## src/rtl/tremolo_gain_apply.sv

```systemverilog
// tremolo_gain_apply: slew-limits the tremolo gain per accepted sample and
// applies it to a signed audio stream through a fixed 3-stage multiply/round pipe.
module tremolo_gain_apply #(
  parameter int              DWIDTH   = 16,
  parameter int              GWIDTH   = 17,
  parameter int              FRAC     = 16,
  parameter logic [GWIDTH-1:0] MAX_STEP = 'h100
) (
  input  logic              clk_i,
  input  logic              srst_i,
  input  logic [GWIDTH-1:0] gain_i,
  input  logic              enable_i,
  input  logic [DWIDTH-1:0] sample_i,
  input  logic              sample_valid_i,
  output logic [DWIDTH-1:0] sample_o,
  output logic              sample_valid_o,
  output logic [GWIDTH-1:0] gain_o
);

  localparam int PW = DWIDTH + GWIDTH + 1;
  localparam logic [GWIDTH-1:0]    UNITY = GWIDTH'(1) << FRAC;
  localparam logic signed [PW-1:0] HALF  = PW'(1) << (FRAC - 1);
  localparam logic signed [PW-1:0] SMAX  = PW'((1 << (DWIDTH - 1)) - 1);
  localparam logic signed [PW-1:0] SMIN  = -SMAX - PW'(1);

  // vld_pipe_q[0]: stage 0 (sample + gain), [1]: product, [2]: output
  logic [2:0]               vld_pipe_q;
  logic [GWIDTH-1:0]        gain_q, gain_d;
  logic [GWIDTH-1:0]        g0_q;
  logic [DWIDTH-1:0]        s0_q;
  logic signed [PW-1:0]     prod_q, prod_d;
  logic [DWIDTH-1:0]        sample_q, sat_d;

  logic [GWIDTH-1:0]        target;
  logic [GWIDTH:0]          tgt_x, g_x, st_x;
  logic signed [PW-1:0]     rnd, shf;

  // Slew limiter: move gain_q toward the clamped target by at most MAX_STEP
  // per accepted sample; compared one bit wider so the sums never wrap.
  always_comb begin
    target = UNITY;
    if (enable_i && (gain_i < UNITY)) target = gain_i;
    tgt_x  = {1'b0, target};
    g_x    = {1'b0, gain_q};
    st_x   = {1'b0, MAX_STEP};
    gain_d = gain_q;
    if (sample_valid_i) begin
      if (tgt_x > g_x + st_x)      gain_d = gain_q + MAX_STEP;
      else if (tgt_x + st_x < g_x) gain_d = gain_q - MAX_STEP;
      else                         gain_d = target;
    end
  end

  // Multiply the stage-0 sample by the gain captured with that same sample,
  // so back-to-back gain changes never skew onto a neighbouring sample.
  always_comb begin
    prod_d = $signed({{(GWIDTH+1){s0_q[DWIDTH-1]}}, s0_q}) *
             $signed({{(DWIDTH+1){1'b0}}, g0_q});
  end

  // Round half-up, floor shift, then saturate to the sample range.
  always_comb begin
    rnd   = prod_q + HALF;
    shf   = rnd >>> FRAC;
    sat_d = shf[DWIDTH-1:0];
    if (shf > SMAX)      sat_d = SMAX[DWIDTH-1:0];
    else if (shf < SMIN) sat_d = SMIN[DWIDTH-1:0];
  end

  // Pipeline registers; data stages load only when their valid bit moves in,
  // so sample_o holds between strobes.
  always_ff @(posedge clk_i) begin
    if (srst_i) begin
      vld_pipe_q <= '0;
      gain_q     <= UNITY;
      g0_q       <= UNITY;
      s0_q       <= '0;
      prod_q     <= '0;
      sample_q   <= '0;
    end else begin
      vld_pipe_q <= {vld_pipe_q[1:0], sample_valid_i};
      gain_q     <= gain_d;
      if (sample_valid_i) begin
        s0_q <= sample_i;
        g0_q <= gain_d;
      end
      if (vld_pipe_q[0]) prod_q   <= prod_d;
      if (vld_pipe_q[1]) sample_q <= sat_d;
    end
  end

  assign sample_o       = sample_q;
  assign sample_valid_o = vld_pipe_q[2];
  assign gain_o         = gain_q;

endmodule

```

## config.mk

```make
export PLATFORM = sky130hd
export DESIGN_NAME = tremolo_gain_apply
export DESIGN_NICKNAME = d
export VERILOG_FILES = /design/src/rtl/tremolo_gain_apply.sv
export SDC_FILE = /design/constraint.sdc
export NUM_CORES = 1
export LEC_CHECK = 0
export BUFFER_PORTS_ARGS = -buffer_cell sky130_fd_sc_hd__buf_2
export CAP_MARGIN = 10
export CORE_MARGIN = 2
export CORE_UTILIZATION = 30
export CTS_CLUSTER_SIZE = 40
export DETAILED_ROUTE_END_ITERATION = 7
export GPL_TIMING_DRIVEN = 0
export PLACE_DENSITY = 0.44
export SYNTH_ARGS = -nofsm -noshare
export SYNTH_HDL_FRONTEND = slang
export SYNTH_SLANG_ARGS = --single-unit
```

## constraint.sdc

```tcl
create_clock -name clk_i -period 7.5 [get_ports clk_i]
set_input_delay 1.5 -clock clk_i [delete_from_list [all_inputs] [get_ports clk_i]]
set_output_delay 1.5 -clock clk_i [all_outputs]
set_load 0.01 [all_outputs]
```

==> out/results.ini, run 1 <==
[setup_path]
slowest_stage=fa_1
r2r_slack_ns=0.35
crit_end=prod_q[31]
path_max_fanout=10
crit_arrival_ns=7.43
cp_cell_sequence=clkbuf_1 > clkbuf_2 > nand2_1 > fa_1 > fa_1 > fa_1 > inv_1 > fa_1 > fa_1 > inv_1 > fa_1 > inv_1 > ha_1 > nand2_1 > a2111oi_0 > o21ai_0 > a21oi_1 > o2111ai_1 > a2111o_1 > o311ai_1
cpPeakStageDelay_ns=0.62
crit_start=g0_q[14]
critPathKind=reg -> reg
cp_common_cell=fa_1
critPathRequiredTime_ns=7.78
reg2reg_to=prod_q[31]
r2r-start=g0_q[14]
r2r_cells=20
start_kind=flip-flop
end_kind=flip-flop

[timing]
period_share_pct=95.3
hold_viol_final=0
setup_viol=0
fmax_mhz=140
min_period_ns=7.15
slew_viol_final=0
slew_headroom_pct=24.1
tightest_slew_ns=1.14
setup_slack_ns=0.353
skew_ns=0.0205
rsz0062_at_grt=no

[yosys]
synth_flop_cell=dfxtp_1
syn_area_um2=14400
synth_area_per_cell_um2=8.58
synth-async-reset-ratio_pct=0
synth.top_cells.by_count=inv_1 (294), fa_1 (207), nand2_1 (201)
synth_xor_area_share_pct=2.49
synth.area.mux_share_pct=2.43
ys_seq_area_share_pct=12.2
synth-compound-area-share_pct=10.7
synth_top_family_by_area=adder cells
synth.distinct_cells=76
synth_top_area_share_pct=28.8
synth_cells=1679
synth_area_leaders=fa_1 (29%), ha_1 (13%), dfxtp_1 (12%)
synth_nets=2074
yosys.area_share.simple_pct=20.4
synth_enable_flop_cells=0
yosys.cell_count.top_type=inv_1
yosys_register_bits=88
synth_adder_area_share_pct=41.9
synth_area_leader_cell=fa_1
yosysWarnings=0

[placed_design]
io_buffers=69
routabilityCongestion=0.838
dp_hpwl_mm=36.4
dpl_worst_slack_ns=0.0480
placed_cell_area_um2=15500

[power_and_ir_drop]
pwr-share-clk_pct=15.6
p_sw_mw=1.66
leakagePower_nw=7.70
pwr-share-seq_pct=21.4
power_frac_comb_pct=63.0
max-vdd-ir-drop_mv=0.152
p_sw_share_pct=51.0
p_per_area_nw_per_um2=205
power.internal_mw=1.59

[clock_tree]
insertion_delay_ns=0.39
clockBufferDepth=2
cts.sinks=88
clkTransAtPathRegs_ns=0.07
postCtsHoldBufs=0
cts_tree=done
root_buffer=clkbuf_16
cts_buffers=9
cts_max_level=3

[cells_and_area]
finalInstanceArea_um2=15800
final_layout_size_suffix_gt1_share_pct=8.52
nNetsFinal=2151
area_delta_synth_final_pct=9.96

[floorplan]
die_width_um=223
core.rowCount=80
start_util_pct=30.3
ioPinCount=71
core_um2=47500
die-area_um2=49800
fp.dieH_um=223

[routing]
dr_total_vias=11400
drcViolationCount=0
routedWlPerCell_um=18.5
drtIter0Drc=596
firstDrtPassIters=5
drt_wl_total_mm=44.0
ant_nets=0
via_per_inst=4.79

[worst_hold_path]
holdPathStages=2
hp-class=reg -> reg

[global_route]
globalRouteOverflowTotal=0
antenna_found_initial=0
grt_max_degree=17
grt_pass1_vias=11900
grtUsageTotal_pct=18.5
grt_pass1_wl_mm=70.6

[outcome]
outcome=finished clean

[job]
max_cap_viol_count=0

[power by group through the flow]
stage | Sequential (mW) | Clock (mW) | Combinational (mW)
after floorplan | 0.628 | 0 | 1.46
after global placement | 0.702 | 0 | 2.05
after detailed placement | 0.703 | 0 | 2.04
after CTS | 0.693 | 0.532 | 2.07
after global routing | 0.707 | 0.541 | 2.33
final | 0.697 | 0.508 | 2.05
[per-layer routing]
metal	vias to the layer above	share of wire, %	GRT usage [%]
met4	0	1.5	3.98
li1	5520	-	-
met3	37	3.5	2.12
met5	-	0	0
met1	5619	50	27.0
met2	216	45	29.4
[layout by cell type (no fill, tap or decap), types with 10 or more instances in the layout]
master	netlist	final
a21o_1	19	19
mux2i_1	26	26
and2_1	140	140
nand2_1	201	201
nand3_1	29	29
a211oi_2	10	10
nand2b_1	24	24
o21ai_0	25	25
xor2_1	10	10
inv_1	294	294
nor2_1	100	100
a21oi_1	45	45
dfxtp_1	88	87
fa_1	207	207
ha_1	151	151
buf_2	3	72
o211ai_1	17	17
clkbuf_1	69	59
xnor2_1	31	31
and3_1	16	16
nor3_1	15	15
[layout make-up]
cell class / count / area [um^2]
clock buffers: 10 / 239
multi-input cells: 1219 / 11200
flip-flops and latches: 88 / 1760
well taps: 615 / 769
diodes: 1 / 2.50
clock inverters: 6 / 72.6
plain buffers: 75 / 324
repair buffers: 69 / 345
fillers: 5041 / 31700
inverters: 294 / 1100
[worst max-delay path, delay by kind of cell, from the launching register on]
kind	cells	cell delay [ns]
AOI/OAI and AO/OA	6	1.73
adders and majority gates	7	3.49
and+or+nand+nor	2	0.27
buffers and inverters	5	1.23
DFF	1	0.31
[through the flow]
stage               std cells  setup TNS (ns)  hold slack [ns]  utilization, %  power (mW)
global route             2376               0            0.528            33.3        3.57
detailed placement       2363               0            0.480            32.7        2.74
CTS                      2379               0            0.496            33.3        3.29
floorplan                1679               0            0.462               -        2.09
global placement         2363         -0.0111            0.478            32.7        2.76
finish                   2377               0            0.490            33.3        3.25
[repair_timing]
item                       4_1_cts  5_1_grt
cloned                           0        0
setup endpoints to repair        1        8
buffers inserted                 0        0
gates resized for setup          2       12
hold endpoints to repair         0        0
[cells by family after synthesis]
logic type	count (synthesis)
AND/OR/NAND/NOR	583
flip-flops	88
buffers and inverters	372
multiplexers	34
AO/OA/AOI/OAI	203
adder cells (fa/ha/maj)	358
XOR/XNOR	41
[how the worst min path moves through the flow]
stage / startpoint / end / slack, ns
global route: sample_o[15] / sample_o[15] / 0.53
floorplan: prod_q[19] / prod_q[19] / 0.46
global placement: sample_o[15] / sample_o[15] / 0.48
CTS: sample_o[13] / sample_o[13] / 0.50
finish: sample_o[14] / sample_o[14] / 0.49
detailed placement: sample_o[13] / sample_o[13] / 0.48
[registers in the layout (all words and copies together), names as in the netlist]
signal and count:
g0_q 17, gain_o 17, prod_q 19, s0_q 16, sample_o 16, vld_pipe_q 3
No activity file was read; power rests on OpenSTA's default activity.
==> run 2, diff against run 1 <==
--- a/config.mk
+++ b/config.mk
@@ -11,7 +11,7 @@
 export CORE_UTILIZATION = 30
 export CTS_CLUSTER_SIZE = 40
 export DETAILED_ROUTE_END_ITERATION = 7
-export GPL_TIMING_DRIVEN = 0
+export GPL_TIMING_DRIVEN = 1
 export PLACE_DENSITY = 0.44
 export SYNTH_ARGS = -nofsm -noshare
 export SYNTH_HDL_FRONTEND = slang
==> constraint.sdc (replaced) <==
create_clock -name clk_i -period 8.5 [get_ports clk_i]
set_input_delay 1.7 -clock clk_i [delete_from_list [all_inputs] [get_ports clk_i]]
set_output_delay 1.7 -clock clk_i [all_outputs]
set_load 0.01 [all_outputs]
==> out/results.ini, run 2 (synthesis gave the netlist of run 1 again) <==
[routing]
drt_wl_total_mm=40.4
ant_nets=0
drcViolationCount=0
dr_total_vias=11100
wl_met2_mm=18.4
drtIter0Drc=500
highest_layer=met4
wl_met1_mm=20.5
routedWlPerCell_um=17.5
via_per_inst=4.83
firstDrtPassIters=5
met3WireLength_mm=1.19

[setup_path]
reg2reg_to=prod_q[27]
critPathKind=reg -> reg
crit_start=s0_q[7]
start_kind=flip-flop
end_kind=flip-flop
path_max_fanout=18
crit_arrival_ns=7.11
r2r-start=s0_q[7]
r2r_slack_ns=1.72
critPathRequiredTime_ns=8.83
r2r_cells=20

[timing]
rsz0062_at_grt=no
hold_viol_final=0
fmax_mhz=147
setup_viol=0
min_period_ns=6.78
slew_headroom_pct=25.2
holdWs_ns=0.491
skew_ns=0.0222
period_share_pct=79.8
tightest_slew_ns=1.12
slew_viol_final=0
setup_tns_ns=0

[cells_and_area]
nNetsFinal=2082
final_common_cell=inv_1
area_delta_synth_final_pct=8.07
largest-register=prod_q
layout.cells.most_common_list=inv_1 (294), fa_1 (207), nand2_1 (201)
instances_no_fill=2308
multi_input_area_um2=11200
largest_register_ffs=19
n_fill_cell=4992
final_layout_size_suffix_gt1_share_pct=8.22
layout.area.seq_um2=1760

[clock_tree]
cts_max_level=3
root_buffer=clkbuf_16
cts_buffers=9
cts.sinks=88
cts_resized=0
postCtsHoldBufs=0
cts_setup_buffers=0
clockBufferDepth=2
clkTransAtPathRegs_ns=0.09
insertion_delay_ns=0.40
cts_tree=done

[power_and_ir_drop]
power_mw=2.79
max-vdd-ir-drop_mv=0.124
p_per_area_nw_per_um2=179
leakagePower_nw=7.58

[global_route]
grt_pass1_wl_mm=67.2
grt_max_degree=75
grt_pass1_vias=11800
globalRouteOverflowTotal=0
antenna_found_initial=2
grtUsageTotal_pct=17.3

[job]
max_cap_viol_count=0

[floorplan]
ioPinCount=71
die-area_um2=49800
core_um2=47500
die_width_um=223
fp.dieH_um=223
core.rowCount=80
start_util_pct=30.3

[placed_design]
dp_hpwl_mm=32.1
dp_cells=2291
routabilityCongestion=0.801
io_buffers=70

[worst_hold_path]
holdPathEnd=sample_o[0]
hp-class=reg -> reg
holdPathStages=2
min-delay-start=sample_o[0]

[outcome]
outcome=finished clean

run 2: changes by cell type in the layout (fill, tap and decap cells not counted), moves of 3 or more:
cell / delta
buf_2: -3
buf_4: +4
buf_6: -3
clkbuf_1: -59
clkbuf_2: -7
run 2: critical path, cell delays in order (launching register included):
cell and delay (ns):
dfxtp_1 0.95, nand2_1 0.15, fa_1 0.52, inv_1 0.05
fa_1 0.50, inv_1 0.05, fa_1 0.48, inv_1 0.06
fa_1 0.50, fa_1 0.54, inv_1 0.05, fa_1 0.62
inv_1 0.07, ha_1 0.33, nand2_1 0.06, o21ai_0 0.27
nor2_1 0.19, a2111oi_2 0.54, o2111ai_1 0.18, a2111oi_0 0.42
a311o_1 0.16
run 2: worst max-delay path by stage:
stage / endpoint / depth (start not counted)
2_1_floorplan: prod_q[31] / 22
3_3_place_gp: prod_q[31] / 18
3_5_place_dp: prod_q[31] / 20
4_1_cts: prod_q[31] / 20
5_1_grt: prod_q[28] / 20
6_report: prod_q[27] / 20
run 2: stage by stage:
stage	instance area [um^2]	setup WS [ns]	utilization, %
6_report	15600	1.72	32.8
5_1_grt	15600	1.28	32.8
3_3_place_gp	15200	1.76	32.1
2_1_floorplan	14400	2.51	-
3_5_place_dp	15200	1.66	32.1
4_1_cts	15600	1.73	32.8
run 2: routing by layer:
layer | GRT usage (%) | vias up
met5 | 0 | -
met4 | 3.55 | 0
met3 | 1.46 | 18
met2 | 27.6 | 171
met1 | 25.5 | 5581
li1 | - | 5367
run 2: power by group:
group | switching [mW] | internal [mW]
sequential | 0.211 | 0.475
combinational | 0.970 | 0.651
clock | 0.217 | 0.262
total | 1.40 | 1.39
run 2: area by class of cell:
type / instances / share of cell area, %
multi-input cells: 1219 / 72.0
flip-flops and latches: 88 / 11.3
inverters: 294 / 7.09
well taps: 615 / 4.94
repair buffers: 75 / 2.51
clock buffers: 9 / 1.45
clock inverters: 7 / 0.651
diodes: 1 / 0.0161
